[config.mk]
export PLATFORM = sky130hd
export DESIGN_NAME = core_reset_sequencer
export DESIGN_NICKNAME = d
export VERILOG_FILES = /design/src/rtl/core_reset_pkg.sv /design/src/rtl/core_reset_timer.sv /design/src/rtl/core_reset_sequencer.sv
export SDC_FILE = /design/constraint.sdc
export NUM_CORES = 1
export LEC_CHECK = 0
export ABC_AREA = 1
export CORE_MARGIN = 2
export CORE_UTILIZATION = 35
export CTS_CLUSTER_DIAMETER = 200
export DETAILED_ROUTE_END_ITERATION = 12
export MAX_ROUTING_LAYER = met4
export SYNTH_ARGS = -nofsm -noshare
export SYNTH_HDL_FRONTEND = slang
export SYNTH_HIERARCHICAL = 1
export SYNTH_SLANG_ARGS = --single-unit
[constraint.sdc]
create_clock -name clk -period 4.2 [get_ports clk]
set_clock_uncertainty 0.05 [all_clocks]
set_input_delay 0.63 -clock clk [delete_from_list [all_inputs] [get_ports clk]]
set_output_delay 0.63 -clock clk [all_outputs]
set_load 0.01 [all_outputs]
[src/rtl/core_reset_pkg.sv]
// -----------------------------------------------------------------------------
// core_reset_pkg
// Shared types and constants for the core reset sequencer:
//   - state_e      : sequencer FSM states (HOLD, RELEASE, RUN, DRAIN)
//   - DEF_*        : default values of the sequencer parameters
//   - CNT_W        : width of the delay / timeout counters
//   - sat_dec()    : saturating decrement used by the counters
// -----------------------------------------------------------------------------
package core_reset_pkg;

    localparam int unsigned CNT_W             = 16;
    localparam int unsigned DEF_NUM_STAGES    = 4;
    localparam int unsigned DEF_STAGE_DELAY   = 16;
    localparam int unsigned DEF_DRAIN_TIMEOUT = 256;

    localparam logic [CNT_W-1:0] CNT_ZERO = 16'd0;
    localparam logic [CNT_W-1:0] CNT_ONE  = 16'd1;

    typedef enum logic [1:0] {
        HOLD    = 2'd0,
        RELEASE = 2'd1,
        RUN     = 2'd2,
        DRAIN   = 2'd3
    } state_e;

    // Decrement that sticks at zero instead of wrapping.
    function automatic logic [CNT_W-1:0] sat_dec(input logic [CNT_W-1:0] value);
        logic [CNT_W-1:0] result;
        if (value == CNT_ZERO) begin
            result = CNT_ZERO;
        end else begin
            result = value - CNT_ONE;
        end
        return result;
    endfunction

endpackage

[src/rtl/core_reset_timer.sv]
// -----------------------------------------------------------------------------
// core_reset_timer
// Loadable saturating down-counter with a "last cycle" flag.
// Ports:
//   clk      : clock, rising edge
//   reset    : synchronous active-high reset, clears the count
//   load     : load load_val on the next edge (wins over dec)
//   load_val : value to load
//   dec      : decrement by one on the next edge (saturates at zero)
//   done     : count currently equals one, i.e. this is the final cycle
// -----------------------------------------------------------------------------
module core_reset_timer
    import core_reset_pkg::*;
(
    input  logic             clk,
    input  logic             reset,
    input  logic             load,
    input  logic [CNT_W-1:0] load_val,
    input  logic             dec,
    output logic             done
);

    logic [CNT_W-1:0] count_d;
    logic [CNT_W-1:0] count_q;

    // Next count: load has priority over decrement.
    always_comb begin
        count_d = count_q;
        if (load) begin
            count_d = load_val;
        end else if (dec) begin
            count_d = sat_dec(count_q);
        end else begin
            count_d = count_q;
        end
    end

    // Count register.
    always_ff @(posedge clk) begin
        if (reset) begin
            count_q <= CNT_ZERO;
        end else begin
            count_q <= count_d;
        end
    end

    assign done = (count_q == CNT_ONE);

endmodule

[src/rtl/core_reset_sequencer.sv]
// -----------------------------------------------------------------------------
// core_reset_sequencer
// Releases NUM_STAGES reset domains one after another, STAGE_DELAY cycles
// apart, and handles core soft-reset requests by draining the pipeline
// (bounded by DRAIN_TIMEOUT cycles) before re-running the release sequence.
// Ports:
//   clk            : clock, rising edge
//   reset          : synchronous active-high reset
//   i_soft_req     : level soft-reset request, held until o_soft_ack
//   o_soft_ack     : one-cycle pulse when a soft reset has completed
//   o_quiesce_req  : asks the pipeline to drain
//   i_quiesced     : pipeline is idle (only looked at while draining)
//   o_stage_resetn : per-domain active-low resets, bit 0 released first
//   o_ready        : every stage released, core running
//   o_timeout      : sticky, last drain ended by timeout
// -----------------------------------------------------------------------------
module core_reset_sequencer
    import core_reset_pkg::*;
#(
    parameter int unsigned NUM_STAGES    = DEF_NUM_STAGES,
    parameter int unsigned STAGE_DELAY   = DEF_STAGE_DELAY,
    parameter int unsigned DRAIN_TIMEOUT = DEF_DRAIN_TIMEOUT
) (
    input  logic                  clk,
    input  logic                  reset,
    input  logic                  i_soft_req,
    output logic                  o_soft_ack,
    output logic                  o_quiesce_req,
    input  logic                  i_quiesced,
    output logic [NUM_STAGES-1:0] o_stage_resetn,
    output logic                  o_ready,
    output logic                  o_timeout
);

    localparam logic [CNT_W-1:0] STAGE_DELAY_C   = CNT_W'(STAGE_DELAY);
    localparam logic [CNT_W-1:0] STAGE_DELAY_M1  = CNT_W'(STAGE_DELAY - 32'd1);
    localparam logic [CNT_W-1:0] DRAIN_TIMEOUT_C = CNT_W'(DRAIN_TIMEOUT);
    // With a one-cycle delay the first stage goes out on the very first
    // HOLD edge, before the stage timer has had a chance to count.
    localparam bit STAGE_DELAY_IS_ONE = (STAGE_DELAY == 32'd1);

    state_e                state_d, state_q;
    logic [NUM_STAGES-1:0] stage_d, stage_q;
    logic [NUM_STAGES-1:0] stage_shift;
    logic                  ready_d, ready_q;
    logic                  ack_d, ack_q;
    logic                  quiesce_d, quiesce_q;
    logic                  timeout_d, timeout_q;
    logic                  armed_d, armed_q;
    logic                  post_drain_d, post_drain_q;

    logic                  stg_load, stg_dec, stg_done;
    logic [CNT_W-1:0]      stg_val;
    logic                  drn_load, drn_dec, drn_done;

    core_reset_timer u_stage_timer (
        .clk      (clk),
        .reset    (reset),
        .load     (stg_load),
        .load_val (stg_val),
        .dec      (stg_dec),
        .done     (stg_done)
    );

    core_reset_timer u_drain_timer (
        .clk      (clk),
        .reset    (reset),
        .load     (drn_load),
        .load_val (DRAIN_TIMEOUT_C),
        .dec      (drn_dec),
        .done     (drn_done)
    );

    // Stage vector with one more low-order domain released.
    always_comb begin
        stage_shift    = stage_q;
        stage_shift[0] = 1'b1;
        for (int i = 1; i < NUM_STAGES; i++) begin
            stage_shift[i] = stage_q[i-1];
        end
    end

    // Next-state, output and timer-control logic.
    always_comb begin
        state_d      = state_q;
        stage_d      = stage_q;
        ready_d      = ready_q;
        ack_d        = 1'b0;
        quiesce_d    = quiesce_q;
        timeout_d    = timeout_q;
        post_drain_d = post_drain_q;
        // Re-arm whenever the request is seen low, in any state.
        armed_d      = i_soft_req ? armed_q : 1'b1;
        stg_load     = 1'b0;
        stg_val      = STAGE_DELAY_C;
        stg_dec      = 1'b0;
        drn_load     = 1'b0;
        drn_dec      = 1'b0;

        case (state_q)
            HOLD, RELEASE: begin
                if ((state_q == HOLD) ? STAGE_DELAY_IS_ONE : stg_done) begin
                    stage_d  = stage_shift;
                    stg_load = 1'b1;
                    stg_val  = STAGE_DELAY_C;
                    if (stage_shift[NUM_STAGES-1]) begin
                        state_d      = RUN;
                        ready_d      = 1'b1;
                        ack_d        = post_drain_q;
                        post_drain_d = 1'b0;
                    end else begin
                        state_d = RELEASE;
                    end
                end else if (state_q == HOLD) begin
                    // The HOLD edge itself is cycle 1 of the first delay.
                    stg_load = 1'b1;
                    stg_val  = STAGE_DELAY_M1;
                    state_d  = RELEASE;
                end else begin
                    stg_dec = 1'b1;
                end
            end
            RUN: begin
                if (i_soft_req && armed_q) begin
                    state_d   = DRAIN;
                    ready_d   = 1'b0;
                    quiesce_d = 1'b1;
                    timeout_d = 1'b0;
                    armed_d   = 1'b0;
                    drn_load  = 1'b1;
                end else begin
                    state_d = RUN;
                end
            end
            DRAIN: begin
                // A quiesce on the final timeout cycle still counts as clean.
                if (i_quiesced || drn_done) begin
                    state_d      = HOLD;
                    stage_d      = {NUM_STAGES{1'b0}};
                    quiesce_d    = 1'b0;
                    timeout_d    = ~i_quiesced;
                    post_drain_d = 1'b1;
                end else begin
                    drn_dec = 1'b1;
                end
            end
            default: begin
                state_d      = HOLD;
                stage_d      = {NUM_STAGES{1'b0}};
                ready_d      = 1'b0;
                quiesce_d    = 1'b0;
                post_drain_d = 1'b0;
            end
        endcase
    end

    // State and output registers.
    always_ff @(posedge clk) begin
        if (reset) begin
            state_q      <= HOLD;
            stage_q      <= {NUM_STAGES{1'b0}};
            ready_q      <= 1'b0;
            ack_q        <= 1'b0;
            quiesce_q    <= 1'b0;
            timeout_q    <= 1'b0;
            armed_q      <= 1'b1;
            post_drain_q <= 1'b0;
        end else begin
            state_q      <= state_d;
            stage_q      <= stage_d;
            ready_q      <= ready_d;
            ack_q        <= ack_d;
            quiesce_q    <= quiesce_d;
            timeout_q    <= timeout_d;
            armed_q      <= armed_d;
            post_drain_q <= post_drain_d;
        end
    end

    assign o_stage_resetn = stage_q;
    assign o_ready        = ready_q;
    assign o_soft_ack     = ack_q;
    assign o_quiesce_req  = quiesce_q;
    assign o_timeout      = timeout_q;

endmodule

==> results of run 1 <==
==> where the power goes <==
group          total, mW  internal [mW]  leakage (nW)  switching [mW]
registers          0.451          0.432         0.358          0.0183
clock network      0.337          0.179        0.0548           0.157
logic              0.157         0.0555         0.984           0.102
total              0.945          0.667          1.40           0.277
==> layer usage <==
layer / share of wire (%) / GRT usage (%) / up-vias
li1: - / - / 1331
met1: 50 / 18.9 / 1084
met2: 47 / 24.1 / 26
met3: 2.5 / 2.71 / 4
met4: 0.71 / 3.36 / 0
met5: 0 / - / -
==> per-stage QoR <==
stage                     cells  hold WS (ns)  power, mW  area (um2)
after CTS                   534         0.401      0.958        3100
after global routing        534         0.425      0.995        3100
after floorplan             424         0.372      0.584        2810
final                       534         0.398      0.945        3100
after detailed placement    526         0.389      0.615        2990
after global placement      526         0.388      0.614        2990
==> cells by family (layout without fill, tap and decap cells) <==
group / after synthesis / after routing
and+or+nand+nor: 218 / 218
adders and majority gates: 4 / 4
AOI/OAI and AO/OA: 69 / 69
other: 2 / 27
buffers and inverters: 51 / 59
xor gates and xnor gates: 11 / 11
DFF: 44 / 44
==> registers in the layout, indices dropped and copies added, names as in the netlist <==
signal and count:
post_drain_q 1, o_timeout 1, o_ready 1, o_quiesce_req 1
o_stage_resetn 4, state_q 2, u_stage_timer/count_q 16, armed_q 1
u_drain_timer/count_q 16, o_soft_ack 1
==> synth_stat cells (all sizes together) <==
| master | number | area share [%] |
|---|---|---|
| or2 | 3 | 0.69 |
| a22oi | 18 | 5.0 |
| nand4 | 4 | 0.92 |
| clkbuf | 5 | 0.69 |
| o21ai | 4 | 0.74 |
| nand3b | 4 | 1.1 |
| inv | 38 | 5.3 |
| conb | 2 | 0.28 |
| nand3 | 35 | 7.4 |
| o21bai | 1 | 0.28 |
| buf | 8 | 1.9 |
| nand2 | 105 | 17 |
| nor4 | 1 | 0.23 |
| a21boi | 2 | 0.55 |
| nor2 | 63 | 11 |
| a21oi | 42 | 8.0 |
| xor2 | 9 | 2.9 |
| xnor2 | 2 | 0.65 |
| o21a | 1 | 0.28 |
| a31oi | 1 | 0.23 |
| nor3 | 3 | 0.55 |
| ha | 4 | 1.8 |
| dfxtp | 44 | 32 |
==> worst reg2reg max path: stages, from the launching register on <==
cell	delay [ns]
dfxtp_1	0.35
nor2_1	0.17
nand2_2	0.09
inv_1	0.10
nand3_1	0.07
nor3_1	0.44
nor2_1	0.10
nor2_1	0.55
nor2_4	0.19
inv_1	0.23
nand2_1	0.11
xnor2_1	0.15
nand2_1	0.07
a21oi_1	0.11
==> layout by cell type (no fill, tap or decap), types with 3 or more instances in the layout <==
master	count
a22oi_1	18
nand3b_1	4
a21oi_1	40
inv_1	33
clkbuf_8	5
inv_2	5
nor2_1	48
nand2_1	90
conb_1	27
nand2_2	11
ha_1	4
nor3_1	3
nor2_2	8
dfxtp_1	44
nand4_1	4
o21ai_0	3
nand3_1	30
xor2_1	9
clkdlybuf4s50_1	11
nor2_4	7
nand2_4	4
nand3_2	5
==> how the worst max path moves through the flow <==
stage                                   from                        to  slack (ns)  cells after the start
finish              u_stage_timer/count_q[6]  u_stage_timer/count_q[2]        1.34                     13
global route        u_stage_timer/count_q[4]  u_stage_timer/count_q[8]        0.91                     12
CTS                 u_stage_timer/count_q[6]  u_stage_timer/count_q[2]        1.35                     13
detailed placement  u_stage_timer/count_q[6]  u_stage_timer/count_q[8]        1.37                     12
global placement                  i_soft_req  u_drain_timer/count_q[2]        1.44                      9
floorplan           u_stage_timer/count_q[6]  u_stage_timer/count_q[2]        2.11                     14
==> layout make-up <==
| type | instances | area (um2) | area share, % |
|---|---|---|---|
| inverter | 38 | 143 | 4.59 |
| tap | 102 | 128 | 4.11 |
| sequential | 44 | 881 | 28.4 |
| timing repair buffer | 13 | 125 | 4.03 |
| clock inverter | 3 | 46.3 | 1.49 |
| multi-input combinational | 329 | 1710 | 55.2 |
| clock buffer | 5 | 68.8 | 2.22 |
==> flow_summary.ini, run 1 <==
[setup_path]
required_ns = 4.39
timing_worst_setup_path_type = flop to flop
critPathLaunchType = flop
ff2ff_path_depth = 13
r2r_slack_ns = 1.34
worstPathMaxFanout = 13
cp_num_buf_inv = 2
r2r-end = u_stage_timer/count_q[2]
crit_path_frequent_cell = nor2_1
critPathTopFamily = simple AND/OR/NAND/NOR gates
critPathCaptureType = flop
worstPathCellList = nor2_1 -> nand2_2 -> inv_1 -> nand3_1 -> nor3_1 -> nor2_1 -> nor2_1 -> nor2_4 -> inv_1 -> nand2_1 -> xnor2_1 -> nand2_1 -> a21oi_1
critPathArrivalTime_ns = 3.05
r2r-start = u_stage_timer/count_q[6]
cp_slowest_cell = nor2_1
cp_slowest_stage_delay_ns = 0.55

[cells_and_area]
drive_above_1_share_pct = 12.3
fill_cells = 788
post-route-util_pct = 40.8
diodes = 0
area_growth_syn_to_layout_pct = 14.4
nNetsFinal = 439

[die]
dieWidth_um = 92.1
start_util_pct = 35.7
dieArea_um2 = 8470
die-height_um = 92.1
ios = 12
rows = 32
core_um2 = 7610

[worst_hold_path]
hold_class = flop to flop
worstHoldPathCells = 2
whs_endpoint = o_soft_ack
min_from = post_drain_q

[sta]
setup_ws_ns = 1.34
hold_violations = 0
tightest_slew_ns = 1.04
fmax_mhz = 349
setup_violations = 0
final.min_clock_period_ns = 2.86
finalSetupTns_ns = 0
maxSlewViolCount = 0
finalCritPeriodShare_pct = 68.2
maxSlewHeadroom_pct = 30.5
grt_setup_unrepaired = no

[drt]
vias = 2445
totalWireLength_um = 5800
via_per_inst = 4.58
route.detailed.drc = 0
firstDrtPassIters = 5
drtAntennaViolNets = 0
drt_iter0_markers = 103
wl_per_cell_um = 10.9

[yosys]
synth_cell_types = 35
synth_seq_cells = 44
synth_top_family_by_area = simple AND/OR/NAND/NOR gates
syn_area_um2 = 2710
seq_area_frac_synth_pct = 32.5
synth_warnings = 6
yosys.area_share.simple_pct = 38.9
netlist_instances = 399
synthXorXnorAreaFrac_pct = 3.55
synth.avg_cell_area_um2 = 6.80
synthMuxAreaShare_pct = 0
synth_compound_area_share_pct = 15.1
synth_fa_ha_area_share_pct = 1.84

[power]
p_leak_nw = 1.40
peakVddDrop_mv = 0.118
power_density_nw_per_um2 = 304

[clock_network]
clk_pin_slew_ns = 0.09
cts_hold_buf = 0
cts_tree = yes
clkLatencyLatePin_ns = 0.30
cts_resized = 0
clk_path_buf_depth = 2
cts_setup_buffers = 0
cts-root-buf = clkbuf_8
htreeDepth = 2
numCtsBuffers = 5
cts_num_sinks = 44

[global_routing]
grt_pass1_wl_um = 10100
antenna_found_initial = 0
grt_pass1_vias = 2235
overflow = 0
grt_usage_pct = 14.7
grt_max_degree = 27

[job]
drv_cap = 0

[placed_design]
hpwl_um = 4250
port_buffers = 11
place_congestion = 0.848
post-place-ws_ns = 1.37

[run_status]
status = complete, no violations
No activity file was read; power rests on OpenSTA's default activity.
==> inputs of run 2 (changes only) <==
clock period = 2.32 ns   (was 4.2 ns; I/O delays follow)
==> flow_summary.ini, run 2 (synthesis gave the netlist of run 1 again) <==
[run_status]
status = complete, no violations

[setup_path]
timing_worst_setup_path_type = flop to flop
required_ns = 2.47
critPathArrivalTime_ns = 2.25
r2r_slack_ns = 0.22
critPathLaunchType = flop
worstPathMaxFanout = 17
critPathCaptureType = flop

[global_routing]
antenna_found_initial = 0
grt_pass1_vias = 2327
overflow = 0
grt_usage_pct = 15.6
grt_pass1_wl_um = 10700
grt_max_degree = 44

[drt]
route.detailed.drc = 0
wl_per_cell_um = 11.3
firstDrtPassIters = 4
via_per_inst = 4.68
drt_iter0_markers = 135
totalWireLength_um = 6140
drtAntennaViolNets = 0
vias = 2551

[placed_design]
place_congestion = 0.797
port_buffers = 11
dp_cells = 536
hpwl_um = 4460

[cells_and_area]
drive_above_1_share_pct = 15.6
seq_area_um2 = 881
area_growth_syn_to_layout_pct = 19.2
layout_commonest_cell = nand2_1
multi_input_area_um2 = 1740
nNetsFinal = 450
fill_cells = 784
mostFrequentLayoutCells = nand2_1 (90), nor2_1 (46), dfxtp_1 (44)
post-route-util_pct = 42.5
final_cells = 545
diodes = 0

[die]
core_um2 = 7610
dieWidth_um = 92.1
start_util_pct = 35.7
dieArea_um2 = 8470
rows = 32
die-height_um = 92.1
ios = 12

[clock_network]
cts_tree = yes
clk_path_buf_depth = 2
cts_hold_buf = 0
cts-root-buf = clkbuf_8
cts_num_sinks = 44
clk_pin_slew_ns = 0.09
numCtsBuffers = 5
htreeDepth = 2
clkLatencyLatePin_ns = 0.30

[power]
p_leak_nw = 1.47
power_density_nw_per_um2 = 543
peakVddDrop_mv = 0.352

[sta]
hold_violations = 0
maxSlewViolCount = 0
final.min_clock_period_ns = 2.10
setup_violations = 0
finalCritPeriodShare_pct = 90.7
fmax_mhz = 475
tightest_slew_ns = 0.490
maxSlewHeadroom_pct = 67.1

[job]
drv_cap = 0

[worst_hold_path]
hold_class = flop to flop
## run 2: cell count changes in the layout (fill, tap and decap cells not counted), sizes merged
cell	change
clkinvlp	-1
clkinv	+1
inv	-1
buf	+11
clkbuf	+1
## run 2: final timing paths
kind	cells past startpoint	from	to
max	13	u_stage_timer/count_q[6]	u_stage_timer/count_q[7]
min	2	post_drain_q	o_soft_ack
max reg2reg	13	u_stage_timer/count_q[6]	u_stage_timer/count_q[7]
min reg2reg	2	post_drain_q	o_soft_ack
## run 2: layout make-up
type / count / area share (%)
well taps: 102 / 3.95
clock inverters: 2 / 1.20
multi-input cells: 329 / 53.7
inverters: 38 / 4.41
flip-flops and latches: 44 / 27.2
repair buffers: 24 / 6.92
clock buffers: 6 / 2.55
## run 2: metal layers
metal	vias up	global-route usage (%)	wire length (um)	share of wire, %
li1	1358	-	-	-
met1	1148	19.9	2950	48
met2	37	26.2	2920	48
met3	8	2.79	209	3.4
met4	0	3.11	54	0.88
met5	-	-	0	0
## run 2: through the flow
stage	setup slack, ns	hold slack (ns)	TNS, ns	power (mW)	instance area [um2]
3_3_place_gp	0.0280	0.387	0	1.13	3080
4_1_cts	0.0667	0.402	0	1.78	3200
5_1_grt	-0.0554	0.430	-0.215	1.85	3230
2_1_floorplan	0.227	0.372	0	1.06	2810
6_report	0.216	0.398	0	1.76	3230
3_5_place_dp	0.0105	0.390	0	1.14	3080
## run 2: what timing repair did
| item | in CTS | in global routing |
|---|---|---|
| setup buffers | 0 | 1 |
| resized for setup | 1 | 6 |
| pin swaps | 0 | 1 |
| endpoints found under the setup margin | 2 | 22 |
## run 2: power breakdown
part           switching, mW  internal (mW)
Sequential            0.0291          0.783
Clock                  0.279          0.353
Combinational          0.195          0.117
Total                  0.503           1.25
## run 2: critical path: stages (launching register included)
cell and delay (ns):
dfxtp_1 0.32, nor2_1 0.19, nand2_2 0.08, inv_1 0.09, nand3_1 0.10, nor3_2 0.20
nor2_1 0.09, nor2_2 0.19, buf_6 0.21, inv_1 0.09, nand3_2 0.09, inv_2 0.09
a21oi_1 0.16, nor2_1 0.05
